`src/rtl/mips_pkg.sv`:
```
// Shared definitions for the stream steering stage: default payload width,
// destination select encoding and the per-slot holding state.
package mips_pkg;

  // Default payload width of the demux datapath.
  localparam int DEMUX_DATA_W = 8;

  // Destination select encoding on in_sel.
  localparam logic DEMUX_SEL_A = 1'b0;
  localparam logic DEMUX_SEL_B = 1'b1;

  // Occupancy of a one-entry holding slot.
  typedef enum logic {
    SLOT_EMPTY = 1'b0,
    SLOT_FULL  = 1'b1
  } slot_state_e;

endpackage : mips_pkg

```
`src/rtl/demux_out_slot.sv`:
```
// One-entry holding register with valid/ready on its consumer side.
// A new beat may be loaded while the current one drains in the same cycle,
// which gives full throughput. out_valid_o is a direct decode of the state
// register, so it doubles as the FSM state observation point.
module demux_out_slot
  import mips_pkg::*;
#(
  parameter int DATA_LENGTH = DEMUX_DATA_W
) (
  input  logic                   clk,
  input  logic                   rst_n,
  input  logic                   load_i,
  input  logic [DATA_LENGTH-1:0] data_in_i,
  output logic                   can_take_o,
  output logic                   out_valid_o,
  input  logic                   out_ready_i,
  output logic [DATA_LENGTH-1:0] out_data_o
);

  slot_state_e            state_q;
  logic [DATA_LENGTH-1:0] data_q;

  // Slot FSM and payload register; payload changes only when a beat is loaded.
  always_ff @(posedge clk or negedge rst_n) begin
    if (!rst_n) begin
      state_q <= SLOT_EMPTY;
      data_q  <= '0;
    end else begin
      case (state_q)
        SLOT_EMPTY: begin
          if (load_i) begin
            state_q <= SLOT_FULL;
            data_q  <= data_in_i;
          end
        end
        SLOT_FULL: begin
          if (load_i) begin
            data_q <= data_in_i;
          end else if (out_ready_i) begin
            state_q <= SLOT_EMPTY;
          end
        end
        default: state_q <= SLOT_EMPTY;
      endcase
    end
  end

  assign can_take_o  = (state_q == SLOT_EMPTY) | out_ready_i;
  assign out_valid_o = (state_q == SLOT_FULL);
  assign out_data_o  = data_q;

endmodule : demux_out_slot

```
`src/rtl/stream_demux.sv`:
```
// 1-to-2 valid/ready steering stage: in_sel routes each accepted beat into
// slot A or slot B, each of which holds it until its consumer takes it.
// Handshake: a beat transfers on any edge where valid and ready are both 1;
// in_ready depends only on in_sel and the selected slot (never on in_valid),
// and a producer holds valid/data stable until the transfer happens.
// Optional feature macro STREAM_DEMUX_PERF_CNT_EN adds saturating per-port
// delivery counters cnt_a/cnt_b; without it those ports do not exist.
module stream_demux
  import mips_pkg::*;
#(
  parameter int DATA_LENGTH = DEMUX_DATA_W
`ifdef STREAM_DEMUX_PERF_CNT_EN
  ,
  parameter int CNT_WIDTH = 16
`endif
) (
  input  logic                   clk,
  input  logic                   rst_n,
  input  logic                   in_valid,
  output logic                   in_ready,
  input  logic                   in_sel,
  input  logic [DATA_LENGTH-1:0] in_data,
  output logic                   out_a_valid,
  input  logic                   out_a_ready,
  output logic [DATA_LENGTH-1:0] out_a_data,
  output logic                   out_b_valid,
  input  logic                   out_b_ready,
  output logic [DATA_LENGTH-1:0] out_b_data
`ifdef STREAM_DEMUX_PERF_CNT_EN
  ,
  output logic [CNT_WIDTH-1:0]   cnt_a,
  output logic [CNT_WIDTH-1:0]   cnt_b
`endif
);

  logic a_can_take;
  logic b_can_take;
  logic accept;
  logic load_a;
  logic load_b;

  // Only the selected slot gates acceptance, so a stall on the other port never blocks.
  always_comb begin
    in_ready = (in_sel == DEMUX_SEL_B) ? b_can_take : a_can_take;
    accept   = in_valid & in_ready;
    load_a   = accept & (in_sel == DEMUX_SEL_A);
    load_b   = accept & (in_sel == DEMUX_SEL_B);
  end

  demux_out_slot #(
    .DATA_LENGTH (DATA_LENGTH)
  ) u_slot_a (
    .clk         (clk),
    .rst_n       (rst_n),
    .load_i      (load_a),
    .data_in_i   (in_data),
    .can_take_o  (a_can_take),
    .out_valid_o (out_a_valid),
    .out_ready_i (out_a_ready),
    .out_data_o  (out_a_data)
  );

  demux_out_slot #(
    .DATA_LENGTH (DATA_LENGTH)
  ) u_slot_b (
    .clk         (clk),
    .rst_n       (rst_n),
    .load_i      (load_b),
    .data_in_i   (in_data),
    .can_take_o  (b_can_take),
    .out_valid_o (out_b_valid),
    .out_ready_i (out_b_ready),
    .out_data_o  (out_b_data)
  );

`ifdef STREAM_DEMUX_PERF_CNT_EN
  logic [CNT_WIDTH-1:0] cnt_a_q, cnt_a_d;
  logic [CNT_WIDTH-1:0] cnt_b_q, cnt_b_d;

  // Next counts: add one per delivered beat, holding at all-ones instead of wrapping.
  always_comb begin
    cnt_a_d = cnt_a_q;
    cnt_b_d = cnt_b_q;
    if (out_a_valid && out_a_ready && (cnt_a_q != '1)) cnt_a_d = cnt_a_q + 1'b1;
    if (out_b_valid && out_b_ready && (cnt_b_q != '1)) cnt_b_d = cnt_b_q + 1'b1;
  end

  // Delivery counter registers.
  always_ff @(posedge clk or negedge rst_n) begin
    if (!rst_n) begin
      cnt_a_q <= '0;
      cnt_b_q <= '0;
    end else begin
      cnt_a_q <= cnt_a_d;
      cnt_b_q <= cnt_b_d;
    end
  end

  assign cnt_a = cnt_a_q;
  assign cnt_b = cnt_b_q;
`endif

endmodule : stream_demux

```
`config.mk`:
```
export PLATFORM = sky130hd
export DESIGN_NAME = stream_demux
export DESIGN_NICKNAME = d
export VERILOG_FILES = /design/src/rtl/mips_pkg.sv /design/src/rtl/demux_out_slot.sv /design/src/rtl/stream_demux.sv
export SDC_FILE = /design/constraint.sdc
export NUM_CORES = 1
export LEC_CHECK = 0
export CORE_UTILIZATION = 36
export DETAILED_ROUTE_END_ITERATION = 10
export GPL_ROUTABILITY_DRIVEN = 0
export PLACE_DENSITY_LB_ADDON = 0.05
export SYNTH_ARGS = -nofsm -noshare
export SYNTH_HDL_FRONTEND = slang
export SYNTH_HIERARCHICAL = 1
export SYNTH_SLANG_ARGS = --single-unit
```
`constraint.sdc`:
```
create_clock -name clk -period 1.1 [get_ports clk]
set_input_delay 0.33 -clock clk [delete_from_list [all_inputs] [get_ports clk]]
set_output_delay 0.33 -clock clk [all_outputs]
set_load 0.01 [all_outputs]
```
After elaboration in Yosys (flattened, before gate mapping)
Cells that the tools add are included.
- bitwise operators: 8
- muxes and demuxes: 11
- operators with widths (kind ; count):
    $mux 8 ; 2
    $mux 1 ; 7
    $pmux 1 s2 ; 2
    $and 1x1->1 ; 3
    $not 1->1 ; 3
    $or 1x1->1 ; 2
- output and inout bits: 19
- flip-flop bits (word level): 18
- input bits: 14

Longest topological paths before layout
Gate-level depths: netlist of run 1.
- depth in word-level cells: 7
- gate-level depth with buffers: 4
- gate-level depth less buffers: 3

By module
Netlist of run 1, hierarchy kept.
- modules (own cells, without submodules) (module ; sequential area each (µm²) ; cells an instance ; times used ; area each (µm²)):
    demux_out_slot ; 225.2 ; 20 ; 2 ; 369.1
    stream_demux ; 0.0 ; 3 ; 1 ; 32.5

Worst setup path before layout of run 1
Ideal clock, no wire load.
- kind: register to register
- start: register u_slot_a.state_q (netlist: u_slot_a/out_valid_o)
- end: register u_slot_a.data_q[0] (netlist: u_slot_a/out_data_o[0])
- path slack: -0.146 ns
- required time: 0.975 ns
- stages on the path, launching flop included: 5
- buffers on the path: 1
- arrival time: 1.121 ns
- clock period less this slack: 1.246 ns
- cells stage by stage: dfrtp_1 > nand2b_1 > and3b_2 > buf_6 > mux2_4
- word-level cells in the longest chain between the ends: 5
- RTL lines (element ; line ; source):
    start: declaration ; demux_out_slot.sv:20 ; slot_state_e state_q;
    start signal: assignment ; demux_out_slot.sv:26 ; state_q <= SLOT_EMPTY;
    start signal: assignment ; demux_out_slot.sv:32 ; state_q <= SLOT_FULL;
    start signal: assignment ; demux_out_slot.sv:40 ; state_q <= SLOT_EMPTY;
    $not 1->1 ; demux_out_slot.sv:48 ; assign can_take_o = (state_q == SLOT_EMPTY) | out_ready_i;
    $or 1x1->1 ; demux_out_slot.sv:48 ;
    via a_can_take ; stream_demux.sv:36 ; logic a_can_take;
    $mux 1 ; stream_demux.sv:44 ; in_ready = (in_sel == DEMUX_SEL_B) ? b_can_take : a_can_take;
    $and 1x1->1 ; stream_demux.sv:45 ; accept = in_valid & in_ready;
    $and 1x1->1 ; stream_demux.sv:46 ; load_a = accept & (in_sel == DEMUX_SEL_A);
    via load_a ; stream_demux.sv:39 ; logic load_a;
    end signal: assignment ; demux_out_slot.sv:33 ; data_q <= data_in_i;
    end signal: assignment ; demux_out_slot.sv:38 ; data_q <= data_in_i;
    end: declaration ; demux_out_slot.sv:21 ; logic [DATA_LENGTH-1:0] data_q;
The timed path passes the listed nets, and every way through them passes these cells.
A chain may end at the register's enable or synchronous reset.

Final worst setup path of run 1
- start: register u_slot_b.state_q (netlist: u_slot_b/out_valid_o)
- end: output in_ready
- word-level cells in the longest chain between the ends: 3
- RTL lines (element ; line ; source):
    start: declaration ; demux_out_slot.sv:20 ;
    start signal: assignment ; demux_out_slot.sv:26 ;
    start signal: assignment ; demux_out_slot.sv:32 ;
    start signal: assignment ; demux_out_slot.sv:40 ;
    $not 1->1 ; demux_out_slot.sv:48 ;
    $or 1x1->1 ; demux_out_slot.sv:48 ;
    via b_can_take ; stream_demux.sv:37 ; logic b_can_take;
    $mux 1 ; stream_demux.sv:44 ;
    end: declaration ; stream_demux.sv:20 ; output logic in_ready,
The timed path passes the listed nets, and every way through them passes these cells.

==> flow_summary_export.csv, run 1 <==
group,metric,value,unit
run_status,outcome,"complete, but fails checks",
run_status,failed_checks,"setup timing",
logic_synthesis,yosysWarnings,6,
sta,min_period_over_period,141,%
die,die_x,48.3,µm
setup_path,slowest_stage,"dfrtp_1",
routing,drc,0,
power_and_ir_drop,powerDensity,1480,nW/µm²
routing,wl_met1,831,µm
sta,rsz0062_at_grt,"true",
routing,wl_met3,99,µm
clock_tree,clkLatencyLatePin,0.28,ns
routing,highest_layer,"met4",
finish,final_common_cell,"buf_4",
sta,fmax,646,MHz
setup_path,cp-end-kind,"output port",
routing,wl_met2,901,µm
die,core.rowCount,16,
sta,slew_violations,0,
die,core_area,1980,µm²
routing,routed_wl,1.85,mm
global_routing,grt_first_pass_wirelength,2.50,mm
logic_synthesis,seq_area_frac_synth,58.4,%
setup_path,crit_path_frequent_cell,"buf_6",
setup_path,crit_chain,"buf_6 > nand2b_4 > mux2_4 > buf_6",
clock_tree,clk_path_buf_depth,2,
finish,areaGrowthSynthToFinish,77.6,%
global_routing,grt.total_usage,15.9,%
die,start_util,38.9,%
finish,n_fill_cell,155,
logic_synthesis,synth_top_area_cell,"dfrtp_1",
finish,antenna_cells,0,
sta,finClkSkew,0.00699,ns
clock_tree,postCtsHoldBufs,0,
sta,slew_headroom,89.8,%
finish,drive_gt1_share,70.6,%
routing,wl_per_cell,13.6,µm
sta,hold_ws,0.372,ns
setup_path,start_kind,"flip-flop",
die,dieArea,2330,µm²
routing,ant_nets,0,
finish,fin_nets,124,
sta,setup_viol,36,
run,drv_cap,0,
logic_synthesis,synth_seq_cells,18,
sta,period_needed,1.55,ns
finish,layout_common_cells,"buf_4, dfrtp_1, mux2_4",
placed_design,io_buffers,32,
logic_synthesis,synth.distinct_cells,6,
min_path,hp-class,"input pin to async pin",
logic_synthesis,synthTopCellsByArea,"dfrtp_1, mux2_4, nand2b_1",
finish,instances_no_fill,136,
setup_path,critPathBufInv,2,
routing,dr.pass1.iters,2,
routing,detail_route.iter0.violations,2,
finish,utilization,69.1,%
die,fp.dieH,48.3,µm
placed_design,dp_worst_setup_slack,-0.870,ns
clock_tree,cts_root_buf,"clkbuf_4",
global_routing,antenna_found_initial,0,
clock_tree,htree_levels,1,
setup_path,required,0.77,ns
sta,hold_viol,0,
routing,vias,604,
power_and_ir_drop,peakVddDrop,0.795,mV
clock_tree,cts_tree,"done",
logic_synthesis,postSynthAreaPerCell,17.9,µm²
clock_tree,clk_pin_slew,0.11,ns
global_routing,overflow,0,
setup_path,critPathMaxFanout,2,
sta,tightest_slew,0.152,ns
clock_tree,cts-buffers-inserted,3,
logic_synthesis,syn-num-nets,57,
finish,regArea,450,µm²
logic_synthesis,netlist_area,771,µm²
clock_tree,cts.sinks,18,
setup_path,criticalPathCategory,"flip-flop to output port",
setup_path,cpPeakStageDelay,0.39,ns
logic_synthesis,synthCells,43,
sta,fin_ws,-0.449,ns
logic_synthesis,synth_top_area_share,58.4,%
power_and_ir_drop,power.leakage,0.000701,µW
die,ioPinCount,33,
placed_design,placed_cells,114,
sta,fin_setup_tns,-5.09,ns
global_routing,grt_max_degree,19,
global_routing,grt_pass1_vias,568,
finish,multi_input_area,348,µm²
routing,via_per_inst,4.44,
setup_path,path_delay_family,"flip-flops",
setup_path,critPathArrivalTime,1.22,ns
per-layer routing:
metal | track usage (%) | vias up
li1 | - | 286
met1 | 21.1 | 296
met2 | 24.8 | 20
met3 | 4.07 | 2
met4 | 6.11 | 0
met5 | 0 | -
cells by family after synthesis:
| family | after synthesis | share of synthesized area, % |
|---|---|---|
| buf+inv | 2 | 2.92 |
| simple gates | 6 | 5.52 |
| mux | 17 | 33.1 |
| flops | 18 | 58.4 |
timing repair:
action                                  CTS  global route
endpoints found under the setup margin   37            37
gates resized for setup                  90             4
buffers inserted                         14             4
pin swaps                                 1             0
gates cloned                              2             0
synth_stat cells (all sizes together):
| cell | count |
|---|---|
| nand2b | 4 |
| and3b | 1 |
| and3 | 1 |
| dfrtp | 18 |
| mux2 | 17 |
| buf | 2 |
registers in the layout (all words and copies together), names as in the netlist:
register	cells
u_slot_b/out_data_o	8
u_slot_a/out_data_o	8
u_slot_a/out_valid_o	1
u_slot_b/out_valid_o	1
layout make-up:
type / instances / area share (%)
repair buffers: 62 / 36.6
flip-flops and latches: 18 / 32.9
multi-input cells: 25 / 25.4
clock buffers: 4 / 2.65
well taps: 27 / 2.47
power breakdown:
part | switching, µW | total, µW | internal (µW)
sequential | 63.4 | 840 | 777
combinational | 249 | 779 | 531
clock | 201 | 402 | 201
total | 513 | 2020 | 1510
metrics by stage:
stage	power [µW]	instance area (µm²)
2_1_floorplan	1120	778
3_3_place_gp	1550	1220
3_5_place_dp	1560	1220
4_1_cts	1970	1320
5_1_grt	2140	1370
6_report	2020	1370
worst paths after layout:
path,endpoint,from,cells after the start,slack [ns]
min in group clk,u_slot_a/out_data_o[3]$_DFFE_PN0P_,u_slot_a/out_data_o[3]$_DFFE_PN0P_,1,0.52
max in group asynchronous,u_slot_a/out_valid_o$_DFF_PN0_,rst_n,2,0.60
min,u_slot_a/out_data_o[4]$_DFFE_PN0P_,rst_n,2,0.37
max,in_ready,u_slot_b/out_valid_o$_DFF_PN0_,4,-0.45
max reg2reg,u_slot_b/out_data_o[2]$_DFFE_PN0P_,u_slot_b/out_valid_o$_DFF_PN0_,5,-0.27
min reg2reg,u_slot_a/out_data_o[3]$_DFFE_PN0P_,u_slot_a/out_data_o[3]$_DFFE_PN0P_,1,0.52
(Power assumes the default switching activity.)
==> run 2, diff against run 1 <==
Settings changed: ABC_CLOCK_PERIOD_IN_PS set to 1100, HOLD_SLACK_MARGIN set to 0.03.
==> results of run 2 <==
Same layout as run 1: the final DEF is identical, and so are final timing and power.
